--- src/rtl/frame_pkg.sv ---
// Shared types and constants for the frame parser slice.
package frame_pkg;

    // Parser states, one per field of the frame plus the output drain.
    typedef enum logic [2:0] {
        HUNT    = 3'd0,
        LEN     = 3'd1,
        PAYLOAD = 3'd2,
        CHECK   = 3'd3,
        DRAIN   = 3'd4
    } frame_state_t;

    localparam logic [7:0] SYNC_DEFAULT = 8'hA5;
    localparam int         LEN_W        = 4;

    // Fold one byte into the running XOR checksum.
    function automatic logic [7:0] chk_fold(input logic [7:0] acc, input logic [7:0] data);
        return acc ^ data;
    endfunction

endpackage

--- src/rtl/frame_buf.sv ---
// Payload buffer: MAX_LEN x 8 register file, one write port, one
// combinational read port. Contents need no reset: every entry read
// during a drain was written by the payload of the same frame.
module frame_buf
    import frame_pkg::*;
#(
    parameter int MAX_LEN = 8
) (
    input  logic             clk,
    input  logic             wr_en,
    input  logic [LEN_W-1:0] wr_addr,
    input  logic [7:0]       wr_data,
    input  logic [LEN_W-1:0] rd_addr,
    output logic [7:0]       rd_data
);

    logic [7:0] mem_q [MAX_LEN];

    // Write the addressed entry; out-of-range addresses hit nothing.
    always_ff @(posedge clk) begin
        for (int i = 0; i < MAX_LEN; i++) begin
            if (wr_en && (wr_addr == LEN_W'(i))) begin
                mem_q[i] <= wr_data;
            end
        end
    end

    // Combinational read; out-of-range addresses return zero.
    always_comb begin
        rd_data = 8'h00;
        for (int i = 0; i < MAX_LEN; i++) begin
            if (rd_addr == LEN_W'(i)) begin
                rd_data = mem_q[i];
            end else begin
                rd_data = rd_data;
            end
        end
    end

endmodule

--- src/rtl/frame_parser.sv ---
// Byte-level frame parser: SYNC, LEN, payload, XOR checksum. Verified
// payloads are released on a ready/valid stream, bad frames are flagged.
// Optional frame statistics counters: define FRAME_PARSER_STATS_EN.
module frame_parser
    import frame_pkg::*;
#(
    parameter logic [7:0] SYNC_BYTE = SYNC_DEFAULT,
    parameter int         MAX_LEN   = 8
) (
    input  logic       clk,
    input  logic       rst,
    input  logic [7:0] byte_in,
    input  logic       byte_valid,
    output logic [7:0] out_byte,
    output logic       out_valid,
    input  logic       out_ready,
    output logic       out_last,
    output logic       frame_ok,
    output logic       frame_err,
    output logic       drop,
    output logic [7:0] ok_cnt,
    output logic [7:0] err_cnt
);

    localparam logic [7:0] MAX_LEN_B = 8'(MAX_LEN);

    frame_state_t     state_q, state_d;
    logic [LEN_W-1:0] len_q, len_d;
    logic [LEN_W-1:0] idx_q, idx_d;
    logic [7:0]       chk_q, chk_d;
    logic [7:0]       out_byte_q, out_byte_d;
    logic             out_valid_q, out_valid_d;
    logic             out_last_q, out_last_d;
    logic             frame_ok_q, frame_ok_d;
    logic             frame_err_q, frame_err_d;
    logic             drop_q, drop_d;
    logic             wr_en_s;
    logic [LEN_W-1:0] rd_addr_s;
    logic [7:0]       rd_data_s;

    frame_buf #(.MAX_LEN(MAX_LEN)) u_buf (
        .clk     (clk),
        .wr_en   (wr_en_s),
        .wr_addr (idx_q),
        .wr_data (byte_in),
        .rd_addr (rd_addr_s),
        .rd_data (rd_data_s)
    );

    // Next-state, checksum, buffer control and output stream logic.
    always_comb begin
        state_d     = state_q;
        len_d       = len_q;
        idx_d       = idx_q;
        chk_d       = chk_q;
        out_byte_d  = out_byte_q;
        out_valid_d = out_valid_q;
        out_last_d  = out_last_q;
        frame_ok_d  = 1'b0;
        frame_err_d = 1'b0;
        drop_d      = drop_q;
        wr_en_s     = 1'b0;
        // Drain prefetches the entry after the one being presented.
        rd_addr_s   = idx_q + 4'd1;
        case (state_q)
            HUNT: begin
                if (byte_valid && (byte_in == SYNC_BYTE)) begin
                    state_d = LEN;
                end else begin
                    state_d = HUNT;
                end
            end
            LEN: begin
                if (byte_valid) begin
                    if ((byte_in == 8'h00) || (byte_in > MAX_LEN_B)) begin
                        frame_err_d = 1'b1;
                        state_d     = HUNT;
                    end else begin
                        len_d   = byte_in[LEN_W-1:0];
                        chk_d   = byte_in;
                        idx_d   = 4'd0;
                        state_d = PAYLOAD;
                    end
                end else begin
                    state_d = LEN;
                end
            end
            PAYLOAD: begin
                // SYNC_BYTE is ordinary data here: no mid-frame resync.
                if (byte_valid) begin
                    wr_en_s = 1'b1;
                    chk_d   = chk_fold(chk_q, byte_in);
                    idx_d   = idx_q + 4'd1;
                    if (idx_q == (len_q - 4'd1)) begin
                        state_d = CHECK;
                    end else begin
                        state_d = PAYLOAD;
                    end
                end else begin
                    state_d = PAYLOAD;
                end
            end
            CHECK: begin
                rd_addr_s = 4'd0;
                if (byte_valid) begin
                    if (byte_in == chk_q) begin
                        // First byte is presented together with the ok pulse.
                        frame_ok_d  = 1'b1;
                        out_valid_d = 1'b1;
                        out_byte_d  = rd_data_s;
                        out_last_d  = (len_q == 4'd1);
                        idx_d       = 4'd0;
                        state_d     = DRAIN;
                    end else begin
                        frame_err_d = 1'b1;
                        state_d     = HUNT;
                    end
                end else begin
                    state_d = CHECK;
                end
            end
            DRAIN: begin
                // Input bytes cannot be buffered while draining.
                if (byte_valid) begin
                    drop_d = 1'b1;
                end else begin
                    drop_d = drop_q;
                end
                if (out_valid_q && out_ready) begin
                    if (out_last_q) begin
                        out_valid_d = 1'b0;
                        out_last_d  = 1'b0;
                        state_d     = HUNT;
                    end else begin
                        idx_d      = idx_q + 4'd1;
                        out_byte_d = rd_data_s;
                        out_last_d = ((idx_q + 4'd1) == (len_q - 4'd1));
                    end
                end else begin
                    state_d = DRAIN;
                end
            end
            default: begin
                state_d = HUNT;
            end
        endcase
    end

    // Parser state and registered outputs.
    always_ff @(posedge clk or posedge rst) begin
        if (rst) begin
            state_q     <= HUNT;
            len_q       <= 4'd0;
            idx_q       <= 4'd0;
            chk_q       <= 8'h00;
            out_byte_q  <= 8'h00;
            out_valid_q <= 1'b0;
            out_last_q  <= 1'b0;
            frame_ok_q  <= 1'b0;
            frame_err_q <= 1'b0;
            drop_q      <= 1'b0;
        end else begin
            state_q     <= state_d;
            len_q       <= len_d;
            idx_q       <= idx_d;
            chk_q       <= chk_d;
            out_byte_q  <= out_byte_d;
            out_valid_q <= out_valid_d;
            out_last_q  <= out_last_d;
            frame_ok_q  <= frame_ok_d;
            frame_err_q <= frame_err_d;
            drop_q      <= drop_d;
        end
    end

    assign out_byte  = out_byte_q;
    assign out_valid = out_valid_q;
    assign out_last  = out_last_q;
    assign frame_ok  = frame_ok_q;
    assign frame_err = frame_err_q;
    assign drop      = drop_q;

`ifdef FRAME_PARSER_STATS_EN
    logic [7:0] ok_cnt_q, ok_cnt_d;
    logic [7:0] err_cnt_q, err_cnt_d;

    // Saturating frame counters, bumped alongside each result pulse.
    always_comb begin
        ok_cnt_d  = ok_cnt_q;
        err_cnt_d = err_cnt_q;
        if (frame_ok_d && (ok_cnt_q != 8'hFF)) begin
            ok_cnt_d = ok_cnt_q + 8'd1;
        end else begin
            ok_cnt_d = ok_cnt_q;
        end
        if (frame_err_d && (err_cnt_q != 8'hFF)) begin
            err_cnt_d = err_cnt_q + 8'd1;
        end else begin
            err_cnt_d = err_cnt_q;
        end
    end

    // Counter registers.
    always_ff @(posedge clk or posedge rst) begin
        if (rst) begin
            ok_cnt_q  <= 8'h00;
            err_cnt_q <= 8'h00;
        end else begin
            ok_cnt_q  <= ok_cnt_d;
            err_cnt_q <= err_cnt_d;
        end
    end

    assign ok_cnt  = ok_cnt_q;
    assign err_cnt = err_cnt_q;
`else
    assign ok_cnt  = 8'h00;
    assign err_cnt = 8'h00;
`endif

endmodule

--- config.mk ---
export PLATFORM = sky130hd
export DESIGN_NAME = frame_parser
export DESIGN_NICKNAME = d
export VERILOG_FILES = /design/src/rtl/frame_pkg.sv /design/src/rtl/frame_buf.sv /design/src/rtl/frame_parser.sv
export SDC_FILE = /design/constraint.sdc
export NUM_CORES = 1
export LEC_CHECK = 0
export ABC_AREA = 1
export CELL_PAD_IN_SITES_DETAIL_PLACEMENT = 0
export CELL_PAD_IN_SITES_GLOBAL_PLACEMENT = 2
export CORE_MARGIN = 2
export CORE_UTILIZATION = 40
export DETAILED_ROUTE_END_ITERATION = 8
export GPL_TIMING_DRIVEN = 0
export PLACE_DENSITY = 0.95
export SLEW_MARGIN = 25
export SYNTH_ARGS = -nofsm -noshare
export SYNTH_HDL_FRONTEND = slang
export SYNTH_SLANG_ARGS = --single-unit
--- constraint.sdc ---
create_clock -name clk -period 6.65 [get_ports clk]
set_clock_uncertainty 0.15 [all_clocks]
set_input_delay 0.9975 -clock clk [delete_from_list [all_inputs] [get_ports clk]]
set_output_delay 0.9975 -clock clk [all_outputs]
set_load 0.05 [all_outputs]
# Word level (Yosys, flattened, before mapping)
# Memories as Yosys holds them, arrays and structs flattened.
# Cells that the tools add are included.
# totals
output_inout_bits	29
wordCells	173
memories	1
reg_bits	32
ramBits	64
# classes
n_addsub	2
mux	93
n_reduce_logical	32
n_eq_ne	32
n_bitwise	2
magnitude_cmp	1
# mem_list
memory	depth	width	read_ports	rd_clocked_by_memory_dff	write_ports	line	rtl
u_buf.mem_q	8	8	8	0	1	frame_buf.sv:17	logic [7:0] mem_q [MAX_LEN];
# ops
op	n
$mux W8	22
$reduce_or A8 Y1	7
$mux W1	42
$mux W3	13
$eq A4 B3 Y1 const B	8
$mux W4	8
$pmux W8 S2	2
$eq A4 B2 Y1 const B	4
$ne A2 B2 Y1 const B	8
$pmux W4 S4	1
$pmux W3 S5	1
$eq A4 B1 Y1 const B	3
$logic_and A1 B1 Y1	10
$reduce_and A5 Y1	2
$eq A4 B4 Y1	2
$eq A8 B8 Y1	1
$eq A8 B8 Y1 const B	1
$gt A8 B4 Y1 const B	1
$logic_not A4 Y1	2
$logic_not A8 Y1	1
$reduce_and A4 Y1	2
$reduce_and A8 Y1	1
$xor A8 B8 Y8	1
$eq A3 B2 Y1 const B	2
14 further kinds	17

# Logic depth before layout (Yosys ltp)
# depth
ltp_word	14
depth_mapped	13

# Modules after synthesis
# A second synthesis with hierarchy kept.
# unflattened
cells_unflattened	527
hier_area_um2	4815.9
# modules_own_cells
mod	area_each_um2	seq_area_each_um2	instances	cells_each
frame_buf	2576.2	1921.8	1	200
frame_parser	2239.6	800.8	1	327

# Least setup slack after synthesis
# OpenSTA, ideal clock, no wires.
# synth_path
path_type	input-to-reg
startpoint	in byte_valid
endpoint	mem u_buf.mem_q[0][0], enable pin
arrival_time_ns	1.946
setup_slack_ns	4.171
required_time_ns	6.117
setup_ns	0.383
path_stages	4
path_cell_list	inv_1 nor2_1 inv_1 nor3_1
# synth_via
elab_chain_cells	13
elab_cells_between_ends	47
cone_classes	mux (32); reduce/logical (15)
# synth_lines
item	line	rtl
start: declaration	frame_parser.sv:13	input logic byte_valid,
$mux W1 *	frame_parser.sv:90	if (byte_valid) begin
$mux W1 *	frame_parser.sv:65	case (state_q)
$logic_and A1 B1 Y1	frame_buf.sv:22	if (wr_en && (wr_addr == LEN_W'(i))) begin
$mux W1	frame_buf.sv:22	
$mux W1 (implied by the code)	frame_buf.sv:23	mem_q[i] <= wr_data;
$reduce_or A8 Y1 (no line)	n/a	
$mux W3 (no line) / $mux W1 (equally long branches) (7 in a row)	n/a	
end: declaration	frame_buf.sv:17	
# Every way passes the cells marked *; elsewhere a longest branch is shown, timed or not.

# Final worst setup path
# layout_path
startpoint	in byte_in[0]
endpoint	reg out_byte_q[4] (netlist: out_byte[4])
# layout_via
elab_chain_cells	3
# layout_lines
item	line	rtl
start: declaration	frame_parser.sv:12	input logic [7:0] byte_in,
$eq A8 B8 Y1	frame_parser.sv:106	if (byte_in == chk_q) begin
$ne A2 B2 Y1 (no line)	n/a	
$reduce_and A5 Y1 (no line)	n/a	
end signal: assignment	frame_parser.sv:167	out_byte_q <= out_byte_d;
end: declaration	frame_parser.sv:31	logic [7:0] out_byte_q, out_byte_d;
# Every way passes these cells.
# A chain may end at the register's enable or synchronous reset.

==> impl_metrics.tcl <==
set metrics [dict create \
    ir_drop_v 0.000246 \
    vias_per_cell 4.96 \
    achievable-frequency_mhz 313 \
    ctsRootBufferMaster "clkbuf_16" \
    grt_pass1_vias 3208 \
    worst_r2r_startpoint "idx_q[0]" \
    yosys.cell_types.count 39 \
    post_synthesis_instance_area_um2 4650 \
    grt_antenna_before_repair 0 \
    avgSynthCellArea_um2 9.98 \
    dr.pass1.iters 4 \
    synthesis_to_layout_area_growth_pct 17.5 \
    category_of_the_critical_setup_timing_path "input pin to flop" \
    path_clk_slew_ps 60 \
    worstSetupStartpoint "byte_in[0]" \
    final_max_slew_viol_count 0 \
    critical_path.endpoint "out_byte[4]" \
    ant_nets 0 \
    initial_core_util 0.409 \
    power-per-cell-area_nw_per_um2 320 \
    crit_path_end_kind "flop" \
    fin_worst_hold_slack_ps 330 \
    critical_path_peak_fanout 13 \
    cp_slowest_stage_delay_ps 790 \
    tritoncts "done" \
    grt_util_all_layers 0.175 \
    seq_area_frac_synth 0.585 \
    ys_seq_elements 96 \
    finalNetCount 534 \
    htree_levels 3 \
    hpwlAfterDp_um 7340 \
    power.leakage_uw 0.00224 \
    tightestPinTransition_ps 800 \
    final_design_area_no_fill_um2 5460 \
    place_area_um2 5150 \
    layout_min_cycle_time_ps 3200 \
    io_pins 41 \
    area_share_of_the_largest_cell_type_after_synthesis 0.413 \
    post_synth_main_area_contributors "edfxtp_1, dfrtp_1, nand2_1" \
    layoutNonFillerInstCount 664 \
    num_clock_sinks 96 \
    final_core_occ 0.480 \
    synthFlopType "edfxtp_1" \
    drt_iter0_drc 182 \
    period_share 0.481 \
    netlist_instances 466 \
    fill_cells 1037 \
    grt_first_pass_wirelength_um 16900 \
    worst_r2r_endpoint "out_byte[5]" \
    core_um2 11400 \
    dr_total_vias 3295 \
    routed_wl_um 10500 \
    post-route-drc-count 0 \
    async_set_or_reset_flop_fraction_in_the_synthesized_netlist 0.333 \
    rows 39 \
    cts_buffer_depth 2 \
    chipWidth_um 112 \
    rsz0062_at_grt "no" \
    r2r.worst_path.cells 10 \
    setup_violations 0 \
    clkLatencyLatePin_ps 350 \
    timing.hold.worst.start "out_byte[4]" \
    critical_path_required_ps 6790 \
    post_route_cells_drive_above_1_share 0.148 \
    yosys_warnings 0 \
    fin_setup_tns_ps 0 \
    wire_per_inst_um 15.8 \
    path_cells "clkdlybuf4s50_1 -> xnor2_1 -> nand2_1 -> nor3_2 -> nand4_2 -> nand2_2 -> nand2_2 -> buf_2 -> nor2_1 -> nand2_1 -> nand2_1" \
    cts_bufs_inserted 9 \
    floorplan.die_area_um2 12500 \
    grt-ovfl-total 0 \
    critical-path-top-cell-by-count "nand2_1" \
    finalWeightedCongestion 0.771 \
    critPathArrivalTime_ps 3340 \
    grt_start_max_net_pins 33 \
    synthDominantAreaCellType "edfxtp_1" \
    hold_path.class "flop to flop" \
    place.port_buffers 24 \
    cts-hold-fix-buffers 0 \
    place_inst 648 \
    fp.dieH_um 112 \
    max_cap_viols 0 \
    ff2ff_setup_slack_ps 3900 \
    hold_viol 0 \
    critical_path_startpoint_category "input pin" \
    worst_slew_margin_rel 0.464 \
    post-cts-setup-buffers 0 \
    post_cts_resize_count 0 \
    cp_slowest_cell "clkdlybuf4s50_1" \
    antenna_cells_inserted 0 \
    synth_edf_count 64 \
    outcome "complete, no violations" \
]
worst min path at each step:
stage	endpoint	slack [ps]	cells past startpoint
floorplan	len_q[1]	300	2
global placement	drop	310	1
detailed placement	out_byte[4]	320	2
CTS	out_byte[4]	330	2
global route	out_byte[4]	360	2
finish	out_byte[4]	330	2
per-layer routing:
metal / track usage / up-vias / wire (um)
met5: 0 / - / 0
met4: 0.0502 / 0 / 119
met3: 0.0425 / 10 / 480
met2: 0.299 / 64 / 5250
met1: 0.223 / 1569 / 4640
li1: - / 1652 / -
cell families after synthesis:
family | Yosys count | synth area share
DFF | 96 | 0.585
and+or+nand+nor | 234 | 0.241
other | 1 | 0.000806
AOI/OAI and AO/OA | 41 | 0.0522
adders and majority gates | 6 | 0.0161
buffers and inverters | 74 | 0.0786
xor gates and xnor gates | 14 | 0.0264
cell usage after synthesis, drive strengths merged, types with 3 or more instances:
library cell  number
nor4               3
inv               50
edfxtp            64
xnor2              5
dfrtp             32
nand4             31
nor3              14
nand2            101
nand3             24
xor2               9
ha                 6
a21oi             19
buf               23
o21ai             13
nor2              60
per-stage QoR:
step / setup WS [ps] / power [uW]
finish: 3450 / 1750
global route: 3170 / 1840
CTS: 3360 / 1760
detailed placement: 2990 / 1240
global placement: 2980 / 1230
floorplan: 4170 / 1100
final cells by class:
cell class | count | area (um^2) | area share
clock inverters | 6 | 67.6 | 0.0124
inverters | 50 | 188 | 0.0344
plain buffers | 24 | 178 | 0.0325
well taps | 143 | 179 | 0.0328
multi-input cells | 311 | 1660 | 0.304
flip-flops and latches | 96 | 2720 | 0.498
repair buffers | 24 | 240 | 0.0440
clock buffers | 10 | 229 | 0.0419
state kept, by name (all words and copies together), names as in the netlist, 3 cells and up:
register and cells:
out_byte 8, u_buf.mem_q 64, len_q 4, state_q 3, idx_q 4, chk_q 8
power by group:
group	leakage, uW	internal [uW]	switching [uW]
Clock	0.000144	293	225
Sequential	0.000971	690	40.9
Combinational	0.00113	161	339
Total	0.00224	1140	605
cell usage in the layout (no fill, tap or decap), drive strengths merged, types with 3 or more instances in the layout:
cell type,count
buf,23
ha,6
nand2,101
xor2,9
edfxtp,64
nand4,31
clkinv,3
xnor2,5
dfrtp,32
nor4,3
conb,16
nor2,60
clkbuf,11
a21oi,19
clkdlybuf4s50,24
inv,51
o21ai,13
nor3,14
nand3,24
critical path, delay by kind of cell:
family,cells,cell delay (ps)
buffers and inverters,2,980
and+or+nand+nor,8,980
xor gates and xnor gates,1,380
(Power assumes the default switching activity.)
